<file path="config.mk">
export PLATFORM = sky130hd
export DESIGN_NAME = seg_scan_flat
export DESIGN_NICKNAME = d
export VERILOG_FILES = /design/src/rtl/seg_pkg.sv /design/src/rtl/seg_scan_if.sv /design/src/rtl/bcd_to_seg.sv /design/src/rtl/seg_scan.sv /design/src/flat_wrapper.sv
export SDC_FILE = /design/constraint.sdc
export NUM_CORES = 1
export LEC_CHECK = 0
export ABC_AREA = 0
export CAP_MARGIN = 20
export CORE_MARGIN = 2
export CORE_UTILIZATION = 51
export DETAILED_ROUTE_END_ITERATION = 16
export PLACE_DENSITY = 0.78
export SLEW_MARGIN = 40
export SYNTH_ARGS = -nofsm -noshare
export SYNTH_HDL_FRONTEND = slang
export SYNTH_SLANG_ARGS = --single-unit
</file>
<file path="constraint.sdc">
create_clock -name msclk -period 6.5 [get_ports msclk]
set_clock_uncertainty 0.15 [all_clocks]
set_input_delay 0.975 -clock msclk [delete_from_list [all_inputs] [get_ports msclk]]
set_output_delay 0.975 -clock msclk [all_outputs]
set_load 0.02 [all_outputs]
</file>
<file path="src/rtl/seg_pkg.sv">
// rtl/seg_pkg.sv - shared state type and segment codes for the display scanner
package seg_pkg;

  typedef enum logic {BLANK, SHOW} state_t;

  // Active-low segment patterns, bit order {g,f,e,d,c,b,a}
  localparam logic [6:0] SEG_0    = 7'h40;
  localparam logic [6:0] SEG_1    = 7'h79;
  localparam logic [6:0] SEG_2    = 7'h24;
  localparam logic [6:0] SEG_3    = 7'h30;
  localparam logic [6:0] SEG_4    = 7'h19;
  localparam logic [6:0] SEG_5    = 7'h12;
  localparam logic [6:0] SEG_6    = 7'h02;
  localparam logic [6:0] SEG_7    = 7'h78;
  localparam logic [6:0] SEG_8    = 7'h00;
  localparam logic [6:0] SEG_9    = 7'h10;
  localparam logic [6:0] SEG_DASH = 7'h3F;
  localparam logic [6:0] SEG_OFF  = 7'h7F;

endpackage

</file>
<file path="src/rtl/seg_scan_if.sv">
// rtl/seg_scan_if.sv - digit/control inputs and multiplexed display outputs
interface seg_scan_if;
  logic       en;
  logic       lzb;
  logic [3:0] dp_sel;
  logic [3:0] one;
  logic [3:0] ten;
  logic [3:0] hun;
  logic [3:0] thoud;
  logic [3:0] an;
  logic [6:0] seg;
  logic       dp;

  modport master (
    output en, lzb, dp_sel, one, ten, hun, thoud,
    input  an, seg, dp
  );

  modport slave (
    input  en, lzb, dp_sel, one, ten, hun, thoud,
    output an, seg, dp
  );
endinterface

</file>
<file path="src/rtl/bcd_to_seg.sv">
// rtl/bcd_to_seg.sv - BCD digit to active-low seven-segment pattern
module bcd_to_seg
  import seg_pkg::*;
(
  input  logic [3:0] bcd,
  output logic [6:0] seg
);

  always_comb begin
    seg = SEG_DASH;
    case (bcd)
      4'd0: seg = SEG_0;
      4'd1: seg = SEG_1;
      4'd2: seg = SEG_2;
      4'd3: seg = SEG_3;
      4'd4: seg = SEG_4;
      4'd5: seg = SEG_5;
      4'd6: seg = SEG_6;
      4'd7: seg = SEG_7;
      4'd8: seg = SEG_8;
      4'd9: seg = SEG_9;
      default: seg = SEG_DASH;
    endcase
  end

endmodule

</file>
<file path="src/rtl/seg_scan.sv">
// rtl/seg_scan.sv - four-digit time-multiplexed display driver with guard blanking,
// frame snapshot, leading-zero suppression and decimal points
module seg_scan
  import seg_pkg::*;
#(
  parameter int DWELL = 3,
  parameter int GUARD = 1
) (
  input  logic       msclk,
  input  logic       reset,
  seg_scan_if.slave  bus
);

  localparam int TMAX = (DWELL > GUARD) ? DWELL : GUARD;
  localparam int TW   = (TMAX > 1) ? $clog2(TMAX) : 1;

  state_t          state, state_nx;
  logic [TW-1:0]   timer, timer_nx;
  logic [1:0]      idx, idx_nx;
  logic            take;

  logic [3:0][3:0] snap_dig, snap_dig_nx;
  logic            snap_lzb, snap_lzb_nx;
  logic [3:0]      snap_dp, snap_dp_nx;

  logic [3:0]      zero_ok;
  logic [3:0]      lead_blank;
  logic            lit;
  logic [6:0]      dec;

  logic [3:0]      an_q, an_nx;
  logic [6:0]      seg_q, seg_nx;
  logic            dp_q, dp_nx;

  always_ff @(posedge msclk) begin
    if (reset) begin
      state    <= BLANK;
      timer    <= '0;
      idx      <= '0;
      snap_dig <= '0;
      snap_lzb <= 1'b0;
      snap_dp  <= '0;
      an_q     <= 4'hF;
      seg_q    <= SEG_OFF;
      dp_q     <= 1'b1;
    end else begin
      state    <= state_nx;
      timer    <= timer_nx;
      idx      <= idx_nx;
      snap_dig <= snap_dig_nx;
      snap_lzb <= snap_lzb_nx;
      snap_dp  <= snap_dp_nx;
      an_q     <= an_nx;
      seg_q    <= seg_nx;
      dp_q     <= dp_nx;
    end
  end

  always_comb begin
    state_nx = state;
    timer_nx = timer + TW'(1);
    idx_nx   = idx;
    take     = 1'b0;
    case (state)
      BLANK: begin
        if (timer == TW'(GUARD - 1)) begin
          state_nx = SHOW;
          timer_nx = '0;
          take     = (idx == 2'd0);
        end
      end
      SHOW: begin
        if (timer == TW'(DWELL - 1)) begin
          state_nx = BLANK;
          timer_nx = '0;
          idx_nx   = idx + 2'd1;
        end
      end
      default: begin
        state_nx = BLANK;
        timer_nx = '0;
      end
    endcase
  end

  // Outputs are registered from the next-cycle view, so the snapshot taken on this
  // edge must already drive the slot-0 decode.
  always_comb begin
    snap_dig_nx = take ? {bus.thoud, bus.hun, bus.ten, bus.one} : snap_dig;
    snap_lzb_nx = take ? bus.lzb : snap_lzb;
    snap_dp_nx  = take ? bus.dp_sel : snap_dp;

    zero_ok = '0;
    for (int k = 0; k < 4; k++) begin
      zero_ok[k] = (snap_dig_nx[k] == 4'd0) && !snap_dp_nx[k];
    end
    lead_blank    = '0;
    lead_blank[3] = snap_lzb_nx & zero_ok[3];
    lead_blank[2] = lead_blank[3] & zero_ok[2];
    lead_blank[1] = lead_blank[2] & zero_ok[1];

    lit   = (state_nx == SHOW) && bus.en && !lead_blank[idx_nx];
    an_nx = lit ? ~(4'b0001 << idx_nx) : 4'hF;
    seg_nx = lit ? dec : SEG_OFF;
    dp_nx  = lit ? ~snap_dp_nx[idx_nx] : 1'b1;
  end

  bcd_to_seg u_dec (
    .bcd (snap_dig_nx[idx_nx]),
    .seg (dec)
  );

  assign bus.an  = an_q;
  assign bus.seg = seg_q;
  assign bus.dp  = dp_q;

endmodule
</file>
<file path="src/flat_wrapper.sv">
// flat-port wrapper written by rule: the top's interface ports become plain ports
module seg_scan_flat import seg_pkg::*;
#(
  parameter int DWELL = 3,
  parameter int GUARD = 1
)
  (msclk, reset, bus_en, bus_lzb, bus_dp_sel, bus_one, bus_ten, bus_hun, bus_thoud, bus_an, bus_seg, bus_dp);
  seg_scan_if bus_i ();
  input  logic msclk;
  input  logic reset;
  input wire logic [$bits(bus_i.en)-1:0] bus_en;
  input wire logic [$bits(bus_i.lzb)-1:0] bus_lzb;
  input wire logic [$bits(bus_i.dp_sel)-1:0] bus_dp_sel;
  input wire logic [$bits(bus_i.one)-1:0] bus_one;
  input wire logic [$bits(bus_i.ten)-1:0] bus_ten;
  input wire logic [$bits(bus_i.hun)-1:0] bus_hun;
  input wire logic [$bits(bus_i.thoud)-1:0] bus_thoud;
  output wire logic [$bits(bus_i.an)-1:0] bus_an;
  output wire logic [$bits(bus_i.seg)-1:0] bus_seg;
  output wire logic [$bits(bus_i.dp)-1:0] bus_dp;
  assign bus_i.en = bus_en;
  assign bus_i.lzb = bus_lzb;
  assign bus_i.dp_sel = bus_dp_sel;
  assign bus_i.one = bus_one;
  assign bus_i.ten = bus_ten;
  assign bus_i.hun = bus_hun;
  assign bus_i.thoud = bus_thoud;
  assign bus_an = bus_i.an;
  assign bus_seg = bus_i.seg;
  assign bus_dp = bus_i.dp;
  seg_scan #(.DWELL(DWELL), .GUARD(GUARD)) u_core (.msclk(msclk), .reset(reset), .bus(bus_i));
endmodule
</file>
Word level (Yosys, flattened, before mapping). Memory sizes are Yosys's and may differ from the RTL's. A register that Yosys moved wholly into a read port is not among the register bits. Index checks and enable logic that the tools add are counted.

$add $sub $neg: 2. Magnitude comparators: 1. Equal/unequal tests: 1. Shift operators: 1. Muxes and demuxes: 19. Bitwise operators: 7. Reduce and logical (&&, ||, !) cells: 15.

Operators with widths (number): two-way mux 16 bit (1); zero test 4 bit (3); binary-select mux 4 bit (select 2 bit) (1); two-way mux 2 bit (4); two-way mux 4 bit (2); two-way mux 1 bit (7); logical AND 1 bit (5); adder 2 x 1 -> 2 bit, second input constant (2); binary-select mux 1 bit (select 2 bit) (2); zero test 1 bit (4); zero test 2 bit (2); inverter 4 bit (1); case mux 2 bit (2 select lines) (1); left shift 1 x 2 -> 4 bit, first input constant (1); AND 1 bit (3); less-than comparator 2 x 3 -> 1 bit, second input constant (1); inverter 1 bit (3); == test 2 bit, second input constant (1); case mux 1 bit (2 select lines) (1); OR reduction 2 bit (1).

Register bits: 31. ROM bits: 112. Output and inout bits: 12. Logic and storage cells: 58. Memories kept: 1.

Memory list: (name not given) (words 16, width 7, read ports 1, clocked after memory_dff 1, write ports 0, RTL line bcd_to_seg.sv:11) `case (bcd)`.

Depth between registers and ports, before layout.
Word-level depth: 15. Depth in mapped cells: 14. Mapped depth without buffers: 11.

Hierarchy. A second synthesis with hierarchy kept.

Cell total of the unflattened synthesis: 209. Area total of the unflattened synthesis: 1891.8 µm².

Modules (own cells, without submodules): seg_scan (instances 1, cells each 178, area an instance 1667.8 µm², sequential area each 760.7 µm²); bcd_to_seg (instances 1, cells each 31, area an instance 224.0 µm², sequential area each 0.0 µm²).

Worst setup path after synthesis. No wires, ideal clock.

Path type: reg2reg. Start point: reg u_core.timer[0]. End point: reg u_core.seg_q[4], in the netlist u_core.bus.seg[4]. Library setup time: 0.067 ns. Arrival time: 2.469 ns. Data required time: 6.283 ns. Slack: 3.814 ns. Stages on the path, launching flop included: 12. Buffers on the path: 1. Period minus slack after synthesis: 2.686 ns. Cells stage by stage: dfxtp_1 -> inv_1 -> ha_1 -> a21boi_0 -> or2_2 -> buf_2 -> mux4_2 -> ha_1 -> inv_1 -> a311oi_2 -> a31o_2 -> o21ai_2.

Word-level cells in the longest chain between the ends: 15. Elaborated cells between the ends (all ways): 33. Classes of those cells: eq/ne: 1; mux: 14; bitwise: 4; reduce/logical: 14.

RTL lines: start, declared (RTL line seg_scan.sv:18) `logic [TW-1:0] timer, timer_nx;`; start signal, assigned (RTL line seg_scan.sv:48) `timer <= timer_nx;`; zero test 2 bit (RTL line seg_scan.sv:66) `if (timer == TW'(GUARD - 1)) begin`; two-way mux 1 bit (RTL line seg_scan.sv:66); two-way mux 1 bit (RTL line seg_scan.sv:64) `case (state)`; two-way mux 16 bit or two-way mux 4 bit (tied branches) (RTL line seg_scan.sv:89, seg_scan.sv:91); zero test 4 bit or zero test 1 bit (tied branches) (RTL line seg_scan.sv:95) `zero_ok[k] = (snap_dig_nx[k] == 4'd0) && !snap_dp_nx[k];`; logical AND 1 bit (RTL line seg_scan.sv:95); AND 1 bit (RTL line seg_scan.sv:98) `lead_blank[3] = snap_lzb_nx & zero_ok[3];`; AND 1 bit (RTL line seg_scan.sv:99) `lead_blank[2] = lead_blank[3] & zero_ok[2];`; AND 1 bit (RTL line seg_scan.sv:100) `lead_blank[1] = lead_blank[2] & zero_ok[1];`; binary-select mux 1 bit (select 2 bit) (RTL line seg_scan.sv:102) `lit = (state_nx == SHOW) && bus.en && !lead_blank[idx_nx];`; two-way mux 1 bit (not written as such) (RTL line seg_scan.sv:102); zero test 1 bit (RTL line seg_scan.sv:102); logical AND 1 bit (RTL line seg_scan.sv:102); inverter 1 bit (no source line); OR reduction 2 bit (no source line); end, declared (RTL line seg_scan.sv:32) `logic [6:0] seg_q, seg_nx;`.

Parallel ways exist; a longest one is shown, timed or not. The select of a mux whose other input is x is not followed. A chain may end at the register's enable or synchronous reset.

Worst setup path after layout. Ends and elaborated chain as after synthesis.

==> flow_summary_export.csv <==
group,metric,value,unit
logic_synthesis,yosys.area_share.simple,15.33,%
sta,final-setup-viol-count,0,
placed_design,place_area,0.002208,sq mm
logic_synthesis,synth.area.mux_share,21.38,%
logic_synthesis,netlist_instances,185,
power,powerDensity,454.6,mW/mm^2
sta,relSlewSlack,53.91,%
global_route,grt_pass1_wl,5.961,mm
detailed_routing,final_antenna_net_count,0,
logic_synthesis,ys_seq_area_share,40.00,%
min_path,min_from,"u_core.snap_dp[1]",
cts,clk_pin_slew,0.07,ns
detailed_routing,vias_per_cell,5.193,
placed_design,gp_congestion,0.8000,
logic_synthesis,synthFlopType,"dfxtp_1",
setup_path,endpoint_kind,"register",
layout,drive_above_1_share,17.13,%
logic_synthesis,synth_top_family_by_area,"multiplexers",
placed_design,place_ws,3.357,ns
floorplan,core-area,0.003633,sq mm
setup_path,startpoint,"u_core.timer[0]",
layout,final_common_cell,"dfxtp_1",
setup_path,path_max_fanout,27,
logic_synthesis,synth-compound-area-share,9.605,%
setup_path,crit_path_start_kind,"register",
cts,post_cts_buffers,0,
detailed_routing,wl,3.531,mm
sta,finalCritPeriodShare,46.31,%
cts,cts_sinks,38,
cts,cts_hold_buf,0,
cts,cts_resized,0,
run_status,outcome,"finished clean",
floorplan,rows,22,
sta,grt_setup_unrepaired,"no",
floorplan,pin_count,36,
logic_synthesis,syn_area_per_cell,10.28,sq um
logic_synthesis,synth-async-reset-ratio,0,%
detailed_routing,wl_per_cell,13.38,um
logic_synthesis,synth_nets,219,
floorplan,die_area,0.004233,sq mm
floorplan,start_util,52.34,%
power,p_leak,0.0009689,uW
sta,final_hold_viol_count,0,
global_route,globalRouteOverflowTotal,0,
sta,worst_slack,3.490,ns
logic_synthesis,synth_cell_types,41,
cts,clockRootBuffer,"clkbuf_8",
logic_synthesis,syn_area,0.001902,sq mm
detailed_routing,first_pass_iters,4,
placed_design,hpwl,2.625,mm
layout,area_delta_synth_final,20.26,%
layout,nets,250,
detailed_routing,drc,0,
detailed_routing,vias,1371,
setup_path,r2r_start,"u_core.timer[0]",
global_route,track_usage,19.02,%
sta,tns,0,ns
sta,fmax,0.3322,GHz
layout,diodes,0,
floorplan,dieHeight,65.07,um
logic_synthesis,synth_fa_ha_area_share,6.579,%
flow_run,cap_violations,0,
layout,fillers,323,
power,ir_drop,0.2287,mV
cts,cts_buffers,5,
cts,cts_tree,"done",
logic_synthesis,synthXorXnorAreaFrac,0,%
min_path,min_path_type,"register to register",
setup_path,cp.arrival,3.09,ns
setup_path,criticalPathCategory,"register to register",
logic_synthesis,synth_seq_cells,38,
sta,fin_crit,3.010,ns
placed_design,io_buffers,35,
cts,cts.path.max_buffers,2,
global_route,grt_max_degree,28,
sta,maxSlewViolCount,0,
global_route,first_global_vias,1345,
floorplan,die_w,65.07,um
logic_synthesis,yosys_warnings,0,
detailed_routing,drt-initial-drc-count,74,
logic_synthesis,synth_edf_count,0,
cts,clk_latency,0.29,ns
layout,final_cell_mix,"dfxtp_1, clkdlybuf4s50_1, nor2_1, mux2i_1, nand2_1",
sta,worst_pin_slew,0.6891,ns
layout,stdcell_area,0.002287,sq mm
global_route,antenna_found_initial,0,
cts,h-tree-depth,2,
setup_path,required,6.58,ns
## registers in the layout, indices dropped and copies added, names as in the netlist
register	cells
u_core.idx	2
u_core.state	1
u_core.snap_dp	4
u_core.timer	2
u_core.snap_lzb	1
u_core.snap_dig	16
u_core.bus.an	4
u_core.bus.dp	1
u_core.bus.seg	7
## metal layers
| metal | vias to the layer above | GRT usage (%) | wire (um) |
|---|---|---|---|
| met2 | 31 | 32.86 | 1780 |
| li1 | 698 | - | - |
| met5 | - | 0 | 0 |
| met3 | 7 | 6.250 | 168 |
| met4 | 0 | 7.031 | 57 |
| met1 | 635 | 21.83 | 1525 |
## critical path, stage by stage (launching register included)
cell and delay [ns]:
dfxtp_1 0.38, inv_1 0.10, ha_1 0.23, nand3b_4 0.39, mux2_2 0.43, mux4_2 0.53
ha_1 0.26, inv_1 0.07, a311oi_2 0.04, a31o_2 0.24, o21ai_2 0.12
## area by class of cell
class	instances	area, sq um	share of cell area [%]
flip-flops and latches	38	760.7	33.26
multi-input cells	128	1012	44.26
well taps	48	60.06	2.626
inverters	8	30.03	1.313
repair buffers	35	345.3	15.10
clock buffers	5	68.82	3.009
clock inverters	2	10.01	0.4376
## synthesized netlist by cell type, types with 2 or more instances
cell,number,area [sq um]
o21ai_1,3,15.01
o21ai_2,4,35.03
nor2_2,2,12.51
nor2b_1,2,12.51
mux2i_1,19,190.2
buf_12,2,40.04
inv_1,7,26.28
nand3_1,5,25.02
o21ai_0,2,10.01
buf_6,4,45.04
nand2_1,13,48.80
ha_1,10,125.1
mux4_2,4,90.09
dfxtp_1,38,760.7
a211oi_1,3,22.52
nor2_1,28,105.1
a21oi_1,5,25.02
mux2_2,8,90.09
clkbuf_1,4,15.01
## kinds of logic after synthesis
logic type,after synthesis
flip-flops,38
multiplexers,33
AO/OA/AOI/OAI,25
AND/OR/NAND/NOR,60
adder cells (fa/ha/maj),10
buffers and inverters,19
## per-stage QoR
step	std cells	hold slack, ns	total power [uW]	utilization (%)
2_1_floorplan	185	0.3049	824.3	-
3_3_place_gp	257	0.3308	887.4	60.74
3_5_place_dp	257	0.3469	895.9	60.78
4_1_cts	264	0.3659	1049	62.95
5_1_grt	264	0.3762	1119	62.95
6_report	264	0.3627	1040	62.95
## where the power goes
part	leakage, uW	internal (uW)	switching (uW)
combinational	0.000612	261	308
clock	0.0000438	71.8	76.8
sequential	0.000313	296	26.1
total	0.000969	629	411
## worst paths after layout
path                  endpoint  slack [ns]  cells past startpoint
max          u_core.bus.seg[4]        3.49                     10
min          u_core.snap_dp[1]        0.36                      2
max reg2reg  u_core.bus.seg[4]        3.49                     10
min reg2reg  u_core.snap_dp[1]        0.36                      2
No activity file was read; power rests on OpenSTA's default activity.
